===== config.mk =====
export PLATFORM = sky130hd
export DESIGN_NAME = stack_param_flat
export DESIGN_NICKNAME = d
export VERILOG_FILES = /design/src/rtl/stack_param_if.sv /design/src/rtl/stack_param.sv /design/src/flat_wrapper.sv
export SDC_FILE = /design/constraint.sdc
export NUM_CORES = 1
export LEC_CHECK = 0
export CORE_MARGIN = 3
export CORE_UTILIZATION = 53
export CTS_CLUSTER_SIZE = 30
export DETAILED_ROUTE_END_ITERATION = 10
export PLACE_DENSITY = 0.8
export SETUP_SLACK_MARGIN = 0.1
export SLEW_MARGIN = 20
export SYNTH_ARGS = -nofsm -noshare
export SYNTH_HDL_FRONTEND = slang
export SYNTH_SLANG_ARGS = --single-unit

===== constraint.sdc =====
create_clock -name CLK -period 4 [get_ports CLK]
set_input_delay 0.6 -clock CLK [delete_from_list [all_inputs] [get_ports CLK]]
set_output_delay 0.6 -clock CLK [all_outputs]
set_load 0.05 [all_outputs]

===== src/rtl/stack_param_if.sv =====
// stack_param_if: command/data/status bundle between a stack_param and its driver
interface stack_param_if #(
  parameter int unsigned WIDTH = 4,
  parameter int unsigned DEPTH = 5,
  parameter int unsigned IDX_W = 3
);
  localparam int unsigned CW = $clog2(DEPTH + 1);
  logic [1:0]       COMMAND;
  logic [IDX_W-1:0] INDEX;
  logic [WIDTH-1:0] I_DATA;
  logic [WIDTH-1:0] O_DATA;
  logic [CW-1:0]    COUNT;
  logic             FULL;
  logic             EMPTY;
  logic             ERROR;
  modport master (output COMMAND, INDEX, I_DATA, input O_DATA, COUNT, FULL, EMPTY, ERROR);
  modport slave  (input COMMAND, INDEX, I_DATA, output O_DATA, COUNT, FULL, EMPTY, ERROR);
endinterface


===== src/rtl/stack_param.sv =====
// stack_param: parameterised LIFO with circular/saturating overflow; define STACK_ERR_STICKY_EN for a sticky ERROR
module stack_param #(
  parameter int unsigned WIDTH     = 4,
  parameter int unsigned DEPTH     = 5,
  parameter int unsigned IDX_W     = 3,
  parameter bit          WRAP_MODE = 1'b1
) (
  input logic         CLK,
  input logic         RESET,
  stack_param_if.slave bus
);
  localparam int unsigned CW = $clog2(DEPTH + 1);
  localparam int unsigned PW = $clog2(DEPTH);
  logic [WIDTH-1:0] mem [DEPTH];
  logic [PW-1:0]    hp, hp_n, hp_inc, hp_dec, rd_addr;
  logic [CW-1:0]    cnt, cnt_n;
  logic [WIDTH-1:0] dout, dout_n;
  logic             err, err_n, err_base, we, full, empty, in_range;
  logic [31:0]      idx_mod, rd_sum;
`ifdef STACK_ERR_STICKY_EN
  assign err_base = err;
`else
  assign err_base = 1'b0;
`endif
  assign full       = cnt == CW'(DEPTH);
  assign empty      = cnt == '0;
  assign bus.O_DATA = dout;
  assign bus.COUNT  = cnt;
  assign bus.FULL   = full;
  assign bus.EMPTY  = empty;
  assign bus.ERROR  = err;
  // modulo-DEPTH pointer neighbours and the get address, safe for non-power-of-two DEPTH
  always_comb begin
    hp_inc   = (32'(hp) == DEPTH - 1) ? '0 : hp + 1'b1;
    hp_dec   = (hp == '0) ? PW'(DEPTH - 1) : hp - 1'b1;
    idx_mod  = 32'(bus.INDEX) % DEPTH;
    rd_sum   = 32'(hp) + DEPTH - 32'd1 - idx_mod;
    rd_addr  = PW'((rd_sum >= DEPTH) ? rd_sum - DEPTH : rd_sum);
    in_range = WRAP_MODE || (32'(bus.INDEX) < 32'(cnt));
  end
  // next-state decode of the current command
  always_comb begin
    hp_n   = hp;
    cnt_n  = cnt;
    dout_n = dout;
    err_n  = err_base;
    we     = 1'b0;
    case (bus.COMMAND)
      2'd1: begin
        we    = !full || WRAP_MODE;
        hp_n  = we ? hp_inc : hp;
        cnt_n = full ? cnt : cnt + 1'b1;
        err_n = err_base | !we;
      end
      2'd2: begin
        dout_n = (!empty || WRAP_MODE) ? mem[hp_dec] : '0;
        hp_n   = (!empty || WRAP_MODE) ? hp_dec : hp;
        cnt_n  = empty ? cnt : cnt - 1'b1;
        err_n  = err_base | empty;
      end
      2'd3: begin
        dout_n = in_range ? mem[rd_addr] : '0;
        err_n  = err_base | !in_range;
      end
      default: ;
    endcase
  end
  // state and storage registers; reset wipes every entry
  always_ff @(posedge CLK) begin
    if (RESET) begin
      hp   <= '0;
      cnt  <= '0;
      dout <= '0;
      err  <= 1'b0;
      for (int i = 0; i < int'(DEPTH); i++) mem[i] <= '0;
    end else begin
      hp   <= hp_n;
      cnt  <= cnt_n;
      dout <= dout_n;
      err  <= err_n;
      if (we) mem[hp] <= bus.I_DATA;
    end
  end
endmodule


===== src/flat_wrapper.sv =====
// flat-port wrapper written by rule: the top's interface ports become plain ports
module stack_param_flat 
#(
  parameter int unsigned WIDTH     = 4,
  parameter int unsigned DEPTH     = 5,
  parameter int unsigned IDX_W     = 3,
  parameter bit          WRAP_MODE = 1'b1
)
  (CLK, RESET, bus_COMMAND, bus_INDEX, bus_I_DATA, bus_O_DATA, bus_COUNT, bus_FULL, bus_EMPTY, bus_ERROR);
  stack_param_if #(.WIDTH(WIDTH), .DEPTH(DEPTH), .IDX_W(IDX_W)) bus_i ();
  input logic CLK;
  input logic RESET;
  input wire logic [$bits(bus_i.COMMAND)-1:0] bus_COMMAND;
  input wire logic [$bits(bus_i.INDEX)-1:0] bus_INDEX;
  input wire logic [$bits(bus_i.I_DATA)-1:0] bus_I_DATA;
  output wire logic [$bits(bus_i.O_DATA)-1:0] bus_O_DATA;
  output wire logic [$bits(bus_i.COUNT)-1:0] bus_COUNT;
  output wire logic [$bits(bus_i.FULL)-1:0] bus_FULL;
  output wire logic [$bits(bus_i.EMPTY)-1:0] bus_EMPTY;
  output wire logic [$bits(bus_i.ERROR)-1:0] bus_ERROR;
  assign bus_i.COMMAND = bus_COMMAND;
  assign bus_i.INDEX = bus_INDEX;
  assign bus_i.I_DATA = bus_I_DATA;
  assign bus_O_DATA = bus_i.O_DATA;
  assign bus_COUNT = bus_i.COUNT;
  assign bus_FULL = bus_i.FULL;
  assign bus_EMPTY = bus_i.EMPTY;
  assign bus_ERROR = bus_i.ERROR;
  stack_param #(.WIDTH(WIDTH), .DEPTH(DEPTH), .IDX_W(IDX_W), .WRAP_MODE(WRAP_MODE)) u_core (.CLK(CLK), .RESET(RESET), .bus(bus_i));
endmodule

==> results.py, run 1 <==
metrics = {
    "clock_tree": {
        "cts.path.max_buffers": 2,
        "cts_tree": "built",
        "cts-resized-gates": 0,
        "cts_sinks": 43,
        "root_buffer": "clkbuf_8",
        "cts-buffers-inserted": 5,
        "clock_latency_ns": 0.31,
        "cts_setup_buffers": 0,
        "htree_num_levels": 2,
        "clk_pin_slew_ns": 0.09,
        "ctsHoldBuffers": 0,
    },
    "synthesis": {
        "ys_warn_count": 0,
        "synth.cell_area_mm2": 0.00290,
        "yosysSeqAreaShare": 0.407,
        "synth-simple-area-share": 0.131,
        "synth_top_family_by_area": "multiplexers",
        "synth_common_cells": "edfxtp_1, mux4_2, and2_1, nor2_1, inv_1",
        "syn_inst": 241,
        "yosys-top-cells-area": "edfxtp_1, mux4_2, dfxtp_1, ha_1, mux2i_1",
        "synth_edf_count": 32,
        "synth_compound_area_frac": 0.0776,
        "post-synth-top-area-cell": "edfxtp_1",
        "async_flop_share": 0,
        "synth.avg_cell_area_um2": 12.0,
        "synth.area.mux_share": 0.240,
        "synthFlopType": "edfxtp_1",
        "yosys.area_share.adder": 0.0827,
        "synth.most_common_cell": "edfxtp_1",
        "synth-seq-cells": 43,
        "syn_nets": 270,
        "synth_top_area_frac": 0.331,
        "ys_types": 42,
        "synthXorXnorAreaFrac": 0.0241,
    },
    "floorplanning": {
        "initial_core_util": 0.558,
        "io_pins": 21,
        "fp.dieArea_mm2": 0.00640,
        "core_area_mm2": 0.00520,
        "die_h_um": 80.0,
        "die_w_um": 80.0,
        "rows": 26,
    },
    "routing": {
        "first_iter_violations": 165,
        "via_count": 2048,
        "wl_mm": 6.41,
        "vias_per_cell": 6.11,
        "firstDrtPassIters": 4,
        "routedWlPerCell_um": 19.1,
        "drc": 0,
        "antenna_left": 0,
    },
    "global_routing": {
        "grt_max_degree": 19,
        "grt_pass1_vias": 1972,
        "grt_use_total": 0.214,
        "antenna_found_initial": 0,
        "grt_overflow": 0,
        "grt_first_pass_wirelength_mm": 10.2,
    },
    "timing": {
        "hold_viol": 0,
        "slew_headroom": 0.372,
        "worstMarginPinSlew_ns": 0.916,
        "skew_ns": 0.00382,
        "min_period_ns": 3.75,
        "period_share": 0.937,
        "max_clock_freq_mhz": 267,
        "slew_violations": 0,
        "setup_viol": 0,
        "rsz0062_at_grt": "no",
    },
    "finish": {
        "layout.cells.non_filler": 335,
        "fillers": 425,
        "diodes": 0,
        "areaGrowthSynthToFinish_pct": 12.9,
        "drive_gt1_frac": 0.166,
        "final_util": 0.630,
        "fin_nets": 293,
    },
    "setup_path": {
        "cp_slowest_cell": "fa_1",
        "start_kind": "primary input",
        "crit_required_ns": 4.21,
        "cpLargestDelayFamily": "adder cells",
        "arrival_ns": 3.95,
        "critPathMaxStageDelay_ns": 0.51,
        "crit_type": "in -> reg",
        "cp-end-kind": "flip-flop",
        "crit_fanout": 8,
        "crit_buf_inv": 4,
        "crit_chain": "clkdlybuf4s50_1, inv_1, ha_1, inv_1, ha_1, nand2b_1, xnor2_1, ha_1, fa_1, inv_1, ha_2, mux4_2, mux2i_1, nor2_1, a211o_1",
    },
    "pwr": {
        "vdd.ir_drop.worst_uv": 209,
        "powerDensity_mw_per_mm2": 455,
        "leakagePower_nw": 1.25,
    },
    "placed_design": {
        "dp_cells": 327,
        "dp_hpwl_mm": 4.89,
        "port_buffers": 20,
        "place_congestion": 0.818,
    },
    "flow_run": {
        "cap_viol_max_count": 0,
    },
    "status": {
        "status": "completed",
    },
    "hold_path": {
        "min-delay-path-class": "reg -> reg",
    },
}
[sequential cells by signal, summed over array words and instances (netlist names)]
register / count
u_core.bus.COUNT: 3
u_core.bus.ERROR: 1
u_core.bus.O_DATA: 4
u_core.hp: 3
u_core.mem: 32
[worst register-to-register path: cells and delay by family, from the launching register on]
family / cells / cell delay, ns
DFF: 1 / 0.49
AOI/OAI and AO/OA: 1 / 0.29
buffers and inverters: 2 / 0.21
adders and majority gates: 3 / 1.37
muxes: 2 / 0.53
and+or+nand+nor: 1 / 0.07
[cells by family (layout without fill, tap and decap cells)]
family,count (synthesis),after routing
and+or+nand+nor,72,72
AOI/OAI and AO/OA,37,37
DFF,43,43
adders and majority gates,18,18
xor gates and xnor gates,5,5
muxes,39,39
buffers and inverters,27,51
[power breakdown]
part	total, W	internal (W)	switching (W)
sequential	0.000529	0.000505	0.0000243
combinational	0.000678	0.000333	0.000345
clock	0.000284	0.000122	0.000163
[layout make-up]
type / count / area [um2] / share of cell area
Inverter: 17 / 63.8 / 0.0195
Sequential cell: 43 / 1180 / 0.360
Clock inverter: 3 / 20.0 / 0.00610
Timing Repair Buffer: 26 / 245 / 0.0748
Clock buffer: 5 / 68.8 / 0.0210
Multi-Input combinational cell: 171 / 1610 / 0.492
Tap cell: 70 / 87.6 / 0.0267
[per-stage QoR]
stage          cell area (um2)  setup WS [ns]  hold slack, ns  setup TNS, ns  power (W)
6_report                  3280          0.253           0.538              0    0.00149
3_3_place_gp              3190       -0.00760           0.500       -0.00760    0.00120
2_1_floorplan             2900          0.202           0.533              0    0.00106
4_1_cts                   3280          0.210           0.530              0    0.00149
5_1_grt                   3280          0.137           0.557              0    0.00157
3_5_place_dp              3190        -0.0949           0.506         -0.201    0.00121
[path summary, 6_finish.rpt]
kind	cells past startpoint	from	endpoint	slack, ns
worst max-delay path	15	bus_INDEX[1]	u_core.bus.O_DATA[3]	0.25
worst max register to register	9	u_core.hp[0]	u_core.bus.O_DATA[3]	0.93
worst min-delay path	2	u_core.bus.COUNT[2]	u_core.bus.COUNT[2]	0.54
worst min register to register	2	u_core.bus.COUNT[2]	u_core.bus.COUNT[2]	0.54
[layout by cell type, fill, tap and decap left out, types with 2 or more instances in the layout]
cell type and n:
dfxtp_1 11, clkbuf_8 5, or2_2 3, nor3_1 4, edfxtp_1 32, o21ai_0 12
fa_1 2, a211o_1 4, nand2_1 10, mux2i_1 14, nor4_1 5, clkdlybuf4s50_1 20
a211oi_1 2, nand3_1 3, and2_1 20, xnor2_1 2, inv_1 17, ha_1 15
buf_4 6, nor2_1 19, a21oi_1 13, mux4_2 23
[layer usage]
metal / share of wire / global-route usage / up-vias
met5: 0 / 0 / -
met2: 0.48 / 0.347 / 95
met4: 0.020 / 0.0642 / 0
met1: 0.43 / 0.291 / 972
met3: 0.071 / 0.0418 / 20
li1: - / - / 961
Note: power is estimated with default switching activity, not from simulation.
==> inputs of run 2 (changes only) <==
--- a/config.mk
+++ b/config.mk
@@ -5,6 +5,7 @@
 export SDC_FILE = /design/constraint.sdc
 export NUM_CORES = 1
 export LEC_CHECK = 0
+export ABC_AREA = 1
 export CORE_MARGIN = 3
 export CORE_UTILIZATION = 53
 export CTS_CLUSTER_SIZE = 30
==> run 2 against run 1 <==
Effect of this change:
- combinational power rose by 58%
- synthesized cell count rose by 53%
- largest power group unchanged
- critical path type unchanged
- first-iteration DRC count rose by 21%
==> results.py, run 2 <==
metrics = {
    "synthesis": {
        "synth_common_cells": "nand2_1, inv_1, nand3_1, edfxtp_1, nor2_1",
        "yosysSeqAreaShare": 0.409,
        "synth_edf_count": 32,
        "synth_top_area_frac": 0.333,
        "synth_compound_area_frac": 0.112,
        "synth_top_family_by_area": "simple AND/OR/NAND/NOR gates",
        "synth-simple-area-share": 0.284,
        "yosys.area_share.adder": 0.0832,
        "synth.area.mux_share": 0.00346,
        "ys_types": 33,
        "ys_warn_count": 0,
        "yosys-top-cells-area": "edfxtp_1, nand2_1, inv_1, dfxtp_1, nand3_1",
        "synthFlopType": "edfxtp_1",
        "syn_nets": 397,
        "async_flop_share": 0,
        "synth.cell_area_mm2": 0.00289,
        "synth.avg_cell_area_um2": 7.85,
        "synth-seq-cells": 43,
        "synth.most_common_cell": "nand2_1",
        "syn_inst": 368,
        "synthXorXnorAreaFrac": 0.00909,
        "post-synth-top-area-cell": "edfxtp_1",
    },
    "pwr": {
        "vdd.ir_drop.worst_uv": 358,
        "leakagePower_nw": 1.55,
        "powerDensity_mw_per_mm2": 535,
        "power_w": 0.00189,
    },
    "timing": {
        "hold_viol": 0,
        "rsz0062_at_grt": "no",
        "worstMarginPinSlew_ns": 0.603,
        "max_clock_freq_mhz": 278,
        "skew_ns": 0.0120,
        "slew_violations": 0,
        "period_share": 0.901,
        "min_period_ns": 3.60,
        "setup_viol": 0,
        "slew_headroom": 0.595,
    },
    "global_routing": {
        "grt_use_total": 0.226,
        "grt_overflow": 0,
        "grt_first_pass_wirelength_mm": 11.3,
        "grt_max_degree": 25,
        "grt_pass1_vias": 2511,
        "antenna_found_initial": 0,
    },
    "status": {
        "status": "completed",
    },
    "placed_design": {
        "dp_cells": 462,
        "place_congestion": 0.913,
        "port_buffers": 20,
        "dp_hpwl_mm": 5.31,
    },
    "routing": {
        "first_iter_violations": 199,
        "via_count": 2637,
        "vias_per_cell": 5.55,
        "firstDrtPassIters": 5,
        "routedWlPerCell_um": 14.6,
        "drc": 0,
        "wl_mm": 6.93,
        "antenna_left": 0,
    },
    "setup_path": {
        "crit_required_ns": 4.18,
        "start_kind": "primary input",
        "rr_startpoint": "u_core.hp[1]",
        "cp-startpoint": "bus_INDEX[2]",
        "crit_fanout": 8,
        "arrival_ns": 3.78,
        "cp-end-kind": "flip-flop",
        "crit_type": "in -> reg",
    },
    "finish": {
        "largest_register": "u_core.mem",
        "fillers": 433,
        "multi_input_area_mm2": 0.00153,
        "areaGrowthSynthToFinish_pct": 22.1,
        "drive_gt1_frac": 0.151,
        "layout.cells.non_filler": 475,
        "fin_nets": 433,
        "final_common_cell": "nand2_1",
        "mostFrequentLayoutCells": "nand2_1, inv_1, nand3_1",
        "ff_latch_area_mm2": 0.00118,
        "largest_reg_flops": 32,
        "diodes": 0,
    },
    "clock_tree": {
        "clk_pin_slew_ns": 0.09,
        "cts_tree": "built",
        "root_buffer": "clkbuf_8",
        "cts.path.max_buffers": 2,
        "ctsHoldBuffers": 0,
        "cts-buffers-inserted": 5,
        "cts_sinks": 43,
        "htree_num_levels": 2,
        "clock_latency_ns": 0.30,
    },
    "floorplanning": {
        "rows": 26,
        "fp.dieArea_mm2": 0.00637,
        "core_area_mm2": 0.00520,
        "die_w_um": 79.8,
        "io_pins": 21,
        "initial_core_util": 0.555,
        "die_h_um": 79.8,
    },
    "flow_run": {
        "cap_viol_max_count": 0,
    },
    "hold_path": {
        "holdCritStartpoint": "u_core.bus.COUNT[2]",
        "min-delay-path-class": "reg -> reg",
    },
}
[run 2: worst max-delay path, cell delays in order]
cell and delay [ns]:
clkdlybuf4s50_1 0.43, buf_4 0.16, nand2_1 0.09, nand2_2 0.08
xor2_1 0.17, ha_2 0.19, fa_1 0.54, inv_2 0.07
ha_1 0.18, inv_1 0.05, nand2_1 0.05, nand3_2 0.07
nand2_2 0.06, nor2_4 0.12, nand3_4 0.20, nand2_8 0.18
clkbuf_16 0.15, nand3b_1 0.09, nand3_2 0.07, nand3_1 0.08
nand2_1 0.10, a21oi_2 0.06
[run 2: worst paths after layout]
| kind | endpoint | slack [ns] | depth (start not counted) |
|---|---|---|---|
| max | u_core.bus.O_DATA[2] | 0.40 | 22 |
| min | u_core.bus.COUNT[2] | 0.52 | 2 |
| max reg2reg | u_core.bus.O_DATA[2] | 0.92 | 18 |
| min reg2reg | u_core.bus.COUNT[2] | 0.52 | 2 |
[run 2: stage by stage]
| step | util | TNS [ns] | hold WS [ns] | area [um2] | worst slack (ns) |
|---|---|---|---|---|---|
| after floorplan | - | 0 | 0.564 | 2890 | 0.570 |
| after global placement | 0.622 | -0.121 | 0.492 | 3240 | -0.0588 |
| after detailed placement | 0.622 | -0.503 | 0.503 | 3240 | -0.159 |
| after CTS | 0.641 | 0 | 0.515 | 3340 | 0.137 |
| after global routing | 0.678 | 0 | 0.545 | 3530 | 0.229 |
| final | 0.678 | 0 | 0.524 | 3530 | 0.396 |
[run 2: where the power goes]
part | total (W) | internal [W] | switching, W
clock | 0.000293 | 0.000141 | 0.000152
sequential | 0.000526 | 0.000506 | 0.0000193
combinational | 0.00107 | 0.000429 | 0.000639
[run 2: routing by layer]
| layer | track usage | up-vias | part of all wire |
|---|---|---|---|
| met5 | 0 | - | 0 |
| met4 | 0.103 | 0 | 0.033 |
| met3 | 0.0327 | 17 | 0.056 |
| met2 | 0.373 | 103 | 0.48 |
| met1 | 0.292 | 1212 | 0.43 |
| li1 | - | 1305 | - |
[run 2: cells by family (layout without fill, tap and decap cells)]
kind of cell,after synthesis,in the layout
adders and majority gates,18,18
AOI/OAI and AO/OA,55,55
xor gates and xnor gates,3,3
muxes,1,1
buffers and inverters,71,108
DFF,43,43
and+or+nand+nor,177,177
[run 2: what timing repair did]
| item | in CTS | in global routing |
|---|---|---|
| setup endpoints to repair | 0 | 4 |
| setup buffers | 0 | 4 |
| gates resized for setup | 0 | 30 |
[run 2: layout make-up]
cell class	count	share of cell area
Inverter	60	0.0639
Multi-Input combinational cell	254	0.433
Clock inverter	2	0.00461
Timing Repair Buffer	40	0.115
Clock buffer	6	0.0234
Sequential cell	43	0.335
Tap cell	70	0.0248
